## src/rtl/axis_burst_write_scheduler.sv

```systemverilog
// Drains per-packet word counts and data words from FWFT FIFOs and issues them as
// AXI4 write bursts (length-capped, 4 KB-safe, bounded outstanding responses).
module axis_burst_write_scheduler #(
    parameter int DATA_W          = 32,
    parameter int ADDR_W          = 64,
    parameter int MAX_BURST       = 16,
    parameter int MAX_OUTSTANDING = 4
) (
    input  logic                ap_clk,
    input  logic                ap_rst,
    input  logic                ap_start,
    output logic                ap_done,
    output logic                ap_idle,
    output logic                ap_ready,
    input  logic [ADDR_W-1:0]   base_addr,
    input  logic [31:0]         count_dout,
    input  logic                count_empty_n,
    output logic                count_read,
    input  logic [DATA_W-1:0]   buf_dout,
    input  logic                buf_empty_n,
    output logic                buf_read,
    output logic                m_axi_awvalid,
    input  logic                m_axi_awready,
    output logic [ADDR_W-1:0]   m_axi_awaddr,
    output logic [7:0]          m_axi_awlen,
    output logic                m_axi_wvalid,
    input  logic                m_axi_wready,
    output logic [DATA_W-1:0]   m_axi_wdata,
    output logic [DATA_W/8-1:0] m_axi_wstrb,
    output logic                m_axi_wlast,
    input  logic                m_axi_bvalid,
    output logic                m_axi_bready,
    input  logic [1:0]          m_axi_bresp,
    output logic                err
);

    localparam int BYTES      = DATA_W / 8;
    localparam int BYTE_SHIFT = $clog2(BYTES);

    localparam logic [2:0] S_IDLE     = 3'd0;
    localparam logic [2:0] S_GET_CNT  = 3'd1;
    localparam logic [2:0] S_CALC     = 3'd2;
    localparam logic [2:0] S_ISSUE_AW = 3'd3;
    localparam logic [2:0] S_SEND_W   = 3'd4;
    localparam logic [2:0] S_DRAIN_B  = 3'd5;
    localparam logic [2:0] S_DONE     = 3'd6;

    logic [2:0]        state_reg, state_next;
    logic [ADDR_W-1:0] addr_reg, addr_next;
    logic [31:0]       rem_reg, rem_next;
    logic [7:0]        len_m1_reg, len_m1_next;
    logic [7:0]        beat_reg, beat_next;
    logic [3:0]        outstanding_reg, outstanding_next;
    logic              err_reg, err_next;

    logic              aw_hs, w_hs, b_hs, last_beat;
    logic [12:0]       room_bytes, boundary_beats, len_calc;
    logic [8:0]        burst_len;
    logic [31:0]       burst_len32;
    logic [ADDR_W-1:0] burst_bytes;

    assign ap_idle       = (state_reg == S_IDLE);
    assign ap_done       = (state_reg == S_DONE);
    assign ap_ready      = (state_reg == S_DONE);
    assign count_read    = (state_reg == S_GET_CNT) && count_empty_n;
    assign m_axi_awvalid = (state_reg == S_ISSUE_AW) && (outstanding_reg < 4'(MAX_OUTSTANDING));
    assign m_axi_awaddr  = addr_reg;
    assign m_axi_awlen   = len_m1_reg;
    assign m_axi_wvalid  = (state_reg == S_SEND_W) && buf_empty_n;
    assign m_axi_wdata   = buf_dout;
    assign last_beat     = (beat_reg == len_m1_reg);
    assign m_axi_wlast   = (state_reg == S_SEND_W) && last_beat;
    assign buf_read      = m_axi_wvalid && m_axi_wready;
    assign m_axi_bready  = (outstanding_reg != 4'd0);
    assign err           = err_reg;

    assign aw_hs = m_axi_awvalid && m_axi_awready;
    assign w_hs  = m_axi_wvalid && m_axi_wready;
    assign b_hs  = m_axi_bvalid && m_axi_bready;

    genvar gi;
    generate
        for (gi = 0; gi < BYTES; gi++) begin : g_strb
            assign m_axi_wstrb[gi] = 1'b1;
        end
    endgenerate

    // Beats left before the next 4 KB page, clipped by MAX_BURST and the remaining count.
    always_comb begin
        room_bytes     = 13'd4096 - {1'b0, addr_reg[11:0]};
        boundary_beats = room_bytes >> BYTE_SHIFT;
        len_calc       = 13'(MAX_BURST);
        if (boundary_beats < len_calc) begin
            len_calc = boundary_beats;
        end
        if (rem_reg < 32'(len_calc)) begin
            len_calc = rem_reg[12:0];
        end
    end

    assign burst_len   = {1'b0, len_m1_reg} + 9'd1;
    assign burst_len32 = 32'(burst_len);
    assign burst_bytes = ADDR_W'(burst_len) << BYTE_SHIFT;

    always_comb begin
        state_next       = state_reg;
        addr_next        = addr_reg;
        rem_next         = rem_reg;
        len_m1_next      = len_m1_reg;
        beat_next        = beat_reg;
        outstanding_next = outstanding_reg;
        err_next         = err_reg;

        case (state_reg)
            S_IDLE: begin
                if (ap_start) begin
                    addr_next  = base_addr & ~ADDR_W'(BYTES - 1);
                    err_next   = 1'b0;
                    state_next = S_GET_CNT;
                end
            end
            S_GET_CNT: begin
                if (count_empty_n) begin
                    rem_next   = count_dout;
                    state_next = (count_dout == 32'd0) ? S_DONE : S_CALC;
                end
            end
            S_CALC: begin
                len_m1_next = 8'(len_calc - 13'd1);
                state_next  = S_ISSUE_AW;
            end
            S_ISSUE_AW: begin
                if (aw_hs) begin
                    beat_next  = 8'd0;
                    state_next = S_SEND_W;
                end
            end
            S_SEND_W: begin
                if (w_hs) begin
                    if (last_beat) begin
                        addr_next  = addr_reg + burst_bytes;
                        rem_next   = rem_reg - burst_len32;
                        state_next = (rem_reg == burst_len32) ? S_DRAIN_B : S_CALC;
                    end else begin
                        beat_next = beat_reg + 8'd1;
                    end
                end
            end
            S_DRAIN_B: begin
                if (outstanding_reg == 4'd0) begin
                    state_next = S_DONE;
                end
            end
            S_DONE: begin
                state_next = S_IDLE;
            end
            default: begin
                state_next = S_IDLE;
            end
        endcase

        // Response bookkeeping runs in every state; simultaneous AW and B cancel out.
        if (aw_hs && !b_hs) begin
            outstanding_next = outstanding_reg + 4'd1;
        end else if (b_hs && !aw_hs) begin
            outstanding_next = outstanding_reg - 4'd1;
        end
        if (b_hs && (m_axi_bresp != 2'b00)) begin
            err_next = 1'b1;
        end
    end

    always_ff @(posedge ap_clk) begin
        if (ap_rst) begin
            state_reg       <= S_IDLE;
            addr_reg        <= '0;
            rem_reg         <= '0;
            len_m1_reg      <= '0;
            beat_reg        <= '0;
            outstanding_reg <= '0;
            err_reg         <= 1'b0;
        end else begin
            state_reg       <= state_next;
            addr_reg        <= addr_next;
            rem_reg         <= rem_next;
            len_m1_reg      <= len_m1_next;
            beat_reg        <= beat_next;
            outstanding_reg <= outstanding_next;
            err_reg         <= err_next;
        end
    end

endmodule
```

## config.mk

```make
export PLATFORM = sky130hd
export DESIGN_NAME = axis_burst_write_scheduler
export DESIGN_NICKNAME = d
export VERILOG_FILES = /design/src/rtl/axis_burst_write_scheduler.sv
export SDC_FILE = /design/constraint.sdc
export NUM_CORES = 1
export LEC_CHECK = 0
export ABC_AREA = 1
export ABC_CLOCK_PERIOD_IN_PS = 4100
export CORE_ASPECT_RATIO = 2
export CORE_MARGIN = 5
export CORE_UTILIZATION = 51
export DETAILED_ROUTE_END_ITERATION = 10
export GPL_TIMING_DRIVEN = 0
export HOLD_SLACK_MARGIN = 0.12
export PLACE_DENSITY = 0.83
export SETUP_SLACK_MARGIN = 0.02
export SYNTH_ARGS = -nofsm -noshare
export SYNTH_HDL_FRONTEND = slang
export SYNTH_SLANG_ARGS = --single-unit
```

## constraint.sdc

```tcl
create_clock -name ap_clk -period 4.1 [get_ports ap_clk]
set_input_delay 1.23 -clock ap_clk [delete_from_list [all_inputs] [get_ports ap_clk]]
set_output_delay 1.23 -clock ap_clk [all_outputs]
set_load 0.1 [all_outputs]
```

==> results.py, run 1 <==
metrics = {
    "synth": {
        "synth_top_area_frac": 0.239,
        "ys_types": 52,
        "yosysSeqAreaShare": 0.239,
        "synth_compound_area_frac": 0.177,
        "ys_ff_latch": 118,
        "synth_top_family_by_area": "simple AND/OR/NAND/NOR gates",
        "synth_mux_area_frac": 0.00101,
        "yosys_warnings": 0,
        "synthArstFlopShare": 0,
        "synthCells": 1606,
        "synth-main-ff-cell": "dfxtp_1",
        "synth_xor_area_frac": 0.0363,
        "synth_top_area_cell": "dfxtp_1",
        "synthesis.area_sq_um": 9880,
        "synth-simple-area-share": 0.361,
        "synth.area.top_cells": "dfxtp_1, nand2_1, inv_1, nor2_1, a21oi_1",
        "synth_fa_ha_area_frac": 0.0504,
        "synth_edf_count": 0,
        "syn_area_per_cell_sq_um": 6.15,
    },
    "clock_tree": {
        "cts.hold.buffers_added": 0,
        "insertion_delay_ns": 0.46,
        "htree_num_levels": 4,
        "clock-sinks": 118,
        "numCtsBuffers": 17,
        "clockBufferDepth": 2,
        "cts-root-buf": "clkbuf_16",
        "cts_tree": "built",
        "path_clk_slew_ns": 0.06,
    },
    "power": {
        "clkPwrFrac": 0.137,
        "cellLeakagePower_uw": 0.00506,
        "p_comb_frac": 0.679,
        "ir_worst_vdd_uv": 579,
        "netSwitchingFraction": 0.592,
        "p_int_uw": 4840,
        "power.density_nw_per_um2": 910,
        "switching_power_uw": 7040,
        "p_seq_frac": 0.184,
    },
    "timing": {
        "max_slew_margin": 0.211,
        "grt_setup_unrepaired": "yes",
        "skew_ns": 0.0123,
        "max_freq_mhz": 251,
        "setup_violations": 0,
        "tightest_slew_ns": 1.17,
        "drv_slew": 0,
        "period_share": 0.971,
        "setup-tns-final_ns": 0,
        "period_minus_slack_ns": 3.98,
        "hold_viol": 0,
    },
    "flow_run": {
        "maxCapViolCount": 0,
    },
    "placed_design": {
        "gp_congestion": 1.05,
        "io_buffer_count": 214,
        "hpwl_mm": 36.4,
    },
    "worst_hold_path": {
        "hold_class": "reg -> reg",
    },
    "setup_path": {
        "crit_required_ns": 4.48,
        "start_kind": "flip-flop",
        "endpoint_kind": "flip-flop",
        "arrival_ns": 4.36,
        "cp_max_fo": 5,
        "path_class": "reg -> reg",
    },
    "finish": {
        "area_delta_synth_final_pct": 32.1,
        "largest_reg_flops": 62,
        "layout-drive-gt1-share": 0.0821,
        "num_antenna_cells": 0,
        "fin_util": 0.680,
        "finalNetCount": 2027,
    },
    "floorplanning": {
        "dieArea_sq_um": 22400,
        "placementRows": 72,
        "ios": 256,
        "start_util": 0.515,
        "fp.dieW_um": 108,
        "core_sq_um": 19200,
        "die_h_um": 207,
    },
    "routing": {
        "drt-initial-drc-count": 838,
        "wirelength_mm": 45.6,
        "first_pass_iters": 7,
        "wl_per_cell_um": 21.5,
        "ant_nets": 0,
        "drc": 0,
        "vias": 12353,
        "vias_per_cell": 5.82,
    },
    "global_routing": {
        "grt_pass1_vias": 12592,
        "grt_first_pass_wirelength_mm": 67.2,
        "antenna_found_initial": 0,
        "overflow": 0,
        "track_usage": 0.405,
        "grt_max_degree": 17,
    },
    "status": {
        "outcome": "completed",
    },
}
==> cell usage after synthesis, types with 5 or more instances <==
cell type	number
o221ai_1	8
buf_4	41
a21oi_1	129
nor3_2	6
buf_1	5
o21ai_0	65
o211ai_1	53
a31oi_1	10
nand4_1	24
dfxtp_1	118
nor4_1	30
buf_2	11
nor2_1	199
nor2_2	5
nand3_1	110
or2_2	17
ha_1	35
o21ai_1	12
clkbuf_1	35
xnor2_1	14
inv_2	11
nand3b_1	5
inv_1	203
nand2_1	332
a211oi_1	11
xor2_1	27
nor3_1	50
==> critical path: stages (launching register included) <==
cell and delay (ns):
dfxtp_2 0.40, ha_1 0.19, nand2_1 0.05, inv_1 0.08, nand4_1 0.16, xor2_2 0.28
inv_1 0.08, ha_1 0.35, nand2_1 0.11, o21ai_0 0.27, a21oi_1 0.11, inv_1 0.11
nand3_1 0.07, nand2_1 0.13, inv_1 0.10, nor2_1 0.52, nand4_1 0.25, nand2_1 0.11
inv_1 0.05, o21ai_0 0.21, o211ai_1 0.13, a21oi_1 0.15
==> metal layers <==
layer | GRT usage | vias up | wire, um
met5 | 0 | - | 0
met1 | 0.344 | 5603 | 13700
met3 | 0.0971 | 279 | 3300
met4 | 0.433 | 0 | 5570
met2 | 0.720 | 704 | 23000
li1 | - | 5767 | -
==> kinds of logic (layout without fill, tap and decap cells) <==
family	Yosys count	count (layout)
AOI/OAI and AO/OA	299	299
DFF	118	118
other	2	12
xor gates and xnor gates	41	41
buffers and inverters	308	556
and+or+nand+nor	799	799
adders and majority gates	38	38
muxes	1	1
==> path summary, 6_finish.rpt <==
kind	slack, ns	to	depth (start not counted)	start
max	0.12	m_axi_awaddr[35]$_SDFFE_PP0P_	21	m_axi_awlen[1]$_SDFFE_PP0P_
min	0.46	err$_SDFFE_PP0P_	2	err$_SDFFE_PP0P_
max reg2reg	0.12	m_axi_awaddr[35]$_SDFFE_PP0P_	21	m_axi_awlen[1]$_SDFFE_PP0P_
min reg2reg	0.46	err$_SDFFE_PP0P_	2	err$_SDFFE_PP0P_
==> through the flow <==
stage	setup WS [ns]	instances	cell area [sq um]	total power (uW)	hold WS (ns)
CTS	0.0590	2121	13000	11700	0.467
global placement	-0.138	2089	12400	9910	0.453
finish	0.121	2123	13100	11900	0.463
floorplan	0.181	1616	9920	7940	0.463
detailed placement	-0.142	2089	12400	10000	0.459
global route	-0.0121	2123	13100	12600	0.474
==> repair_timing <==
action,4_1_cts,5_1_grt
setup endpoints to repair,5,16
pin swaps,0,1
setup buffers,0,2
resized for setup,8,10
==> layout make-up <==
type	count	area (sq um)
Clock buffer	19	433
Sequential cell	118	2370
Timing Repair Buffer	216	2150
Buffer	93	524
Multi-Input combinational cell	1190	6270
Clock inverter	13	179
Tap cell	259	324
Inverter	215	807
Fill cell	1747	6130
==> power groups by stage <==
stage	Combinational, uW	Clock (uW)	Sequential (uW)
6_report	8070	1630	2190
5_1_grt	8660	1660	2230
4_1_cts	7920	1610	2150
3_5_place_dp	7880	0	2160
3_3_place_gp	7760	0	2150
2_1_floorplan	4190	0	3750
==> placed cells by master, fill, tap and decap left out, types with 35 or more instances in the layout <==
cell type	count
o211ai_1	53
nor3_1	49
clkdlybuf4s50_1	210
inv_1	203
ha_1	35
clkbuf_1	37
nand3_1	110
nand2_1	332
a21oi_1	128
buf_4	43
dfxtp_1	115
o21ai_0	65
nor2_1	196
Note: power is estimated with default switching activity, not from simulation.
==> run 2: changes to the inputs <==
- CTS_BUF_LIST: default -> sky130_fd_sc_hd__clkbuf_16
- SETUP_SLACK_MARGIN: 0.02 -> 0.5
==> run 2 against run 1 <==
Maximum frequency up 13%. Combinational power up 2%. Routed wire length down 0.23%. Clock power down 18%. Power down 0.98%. Die area unchanged. Largest cell class unchanged.
==> results.py, run 2 (synthesized netlist as in run 1, its figures left out) <==
metrics = {
    "setup_path": {
        "path_class": "in -> out",
        "endpoint_kind": "output port",
        "r2r_cells": 20,
        "crit_required_ns": 2.87,
        "start_kind": "input pin",
        "cp_slowest_stage_delay_ns": 0.47,
        "arrival_ns": 2.30,
        "cp_max_fo": 2,
        "crit_chain": "clkdlybuf4s50_1 > and3_1 > buf_2",
        "crit_slowest_cell": "clkdlybuf4s50_1",
    },
    "global_routing": {
        "grt_pass1_vias": 12550,
        "overflow": 0,
        "antenna_found_initial": 2,
        "grt_first_pass_wirelength_mm": 67.1,
        "grt_max_degree": 17,
        "track_usage": 0.403,
    },
    "power": {
        "ir_worst_vdd_uv": 620,
        "power.density_nw_per_um2": 892,
        "cellLeakagePower_uw": 0.00514,
    },
    "flow_run": {
        "maxCapViolCount": 0,
    },
    "routing": {
        "wirelength_mm": 45.5,
        "drc": 0,
        "vias": 12372,
        "vias_per_cell": 5.80,
        "wl_per_cell_um": 21.3,
        "drt-initial-drc-count": 856,
        "ant_nets": 0,
        "first_pass_iters": 7,
    },
    "timing": {
        "setup_violations": 0,
        "period_share": 0.862,
        "hold_viol": 0,
        "skew_ns": 0.0133,
        "tightest_slew_ns": 1.05,
        "max_slew_margin": 0.296,
        "period_minus_slack_ns": 3.53,
        "max_freq_mhz": 283,
        "grt_setup_unrepaired": "yes",
        "drv_slew": 0,
        "worst_slack_ns": 0.568,
    },
    "finish": {
        "n_fill_cell": 1751,
        "fin_util": 0.688,
        "largest_reg_flops": 62,
        "mostFrequentLayoutCells": "nand2_1, inv_1, nor2_1",
        "num_antenna_cells": 0,
        "area_delta_synth_final_pct": 33.5,
        "layout-drive-gt1-share": 0.115,
        "finalNetCount": 2039,
        "final_common_cell": "nand2_1",
    },
    "clock_tree": {
        "insertion_delay_ns": 0.45,
        "cts.hold.buffers_added": 0,
        "path_clk_slew_ns": 0.06,
        "clockBufferDepth": 2,
        "cts-root-buf": "clkbuf_16",
        "clock-sinks": 118,
        "cts_tree": "built",
        "htree_num_levels": 4,
        "numCtsBuffers": 17,
    },
    "floorplanning": {
        "ios": 256,
        "die_h_um": 207,
        "core_sq_um": 19200,
        "placementRows": 72,
        "start_util": 0.515,
        "fp.dieW_um": 108,
        "dieArea_sq_um": 22400,
    },
    "placed_design": {
        "io_buffer_count": 214,
        "pre_cts_slack_ns": -0.132,
        "hpwl_mm": 36.3,
        "gp_congestion": 1.09,
    },
    "worst_hold_path": {
        "min_path_cells": 2,
        "hold_class": "reg -> reg",
    },
    "status": {
        "outcome": "completed",
    },
}
run 2: cell types whose count changed in the layout (fill, tap and decap cells not counted), moves of 5 or more:
cell	delta
nor2_2	+6
nor2_4	+5
buf_4	+12
dlygate4sd2_1	+31
clkdlybuf4s50_1	-36
dfxtp_2	+6
nor2_1	-11
a21oi_1	-5
dfxtp_1	-9
run 2: routing by layer:
| metal | GRT usage | up-vias | wire, um |
|---|---|---|---|
| li1 | - | 5788 | - |
| met1 | 0.344 | 5595 | 13700 |
| met2 | 0.720 | 707 | 22700 |
| met3 | 0.0934 | 280 | 3360 |
| met4 | 0.418 | 2 | 5720 |
| met5 | 0 | - | 18 |
run 2: path summary, 6_finish.rpt:
| kind | slack [ns] | to | from |
|---|---|---|---|
| max | 0.57 | buf_read | buf_empty_n |
| max reg2reg | 0.63 | m_axi_awaddr[59]$_SDFFE_PP0P_ | m_axi_awlen[1]$_SDFFE_PP0P_ |
| min | 0.47 | err$_SDFFE_PP0P_ | err$_SDFFE_PP0P_ |
| min reg2reg | 0.47 | err$_SDFFE_PP0P_ | err$_SDFFE_PP0P_ |
run 2: critical path: cells and delay by family:
family / cells / cell delay, ns
buf+inv: 2 / 0.90
simple gates: 1 / 0.17
run 2: stage by stage:
| stage | cell area, sq um | hold WS (ns) | total power [uW] | std cells | TNS [ns] |
|---|---|---|---|---|---|
| after floorplan | 9950 | 0.463 | 7950 | 1616 | 0 |
| after global routing | 13200 | 0.492 | 12400 | 2134 | 0 |
| final | 13200 | 0.466 | 11800 | 2134 | 0 |
| after detailed placement | 12400 | 0.462 | 10100 | 2089 | -0.467 |
| after CTS | 13000 | 0.471 | 11400 | 2127 | 0 |
| after global placement | 12400 | 0.451 | 9930 | 2089 | -0.368 |
run 2: layout make-up:
class	count	area, sq um	area share
Inverter	215	811	0.0615
Clock inverter	14	72.6	0.00550
Multi-Input combinational cell	1190	6460	0.490
Clock buffer	17	425	0.0322
Sequential cell	118	2380	0.181
Timing Repair Buffer	228	2190	0.166
Tap cell	259	324	0.0246
Buffer	93	526	0.0398
run 2: timing repair:
item,in CTS,in global routing
setup endpoints to repair,63,52
pin swaps,4,8
resized for setup,71,55
setup buffers,7,7
run 2: power breakdown:
part / internal [uW] / switching [uW]
registers: 1570 / 631
clock network: 747 / 585
logic: 2360 / 5880
total: 4670 / 7090
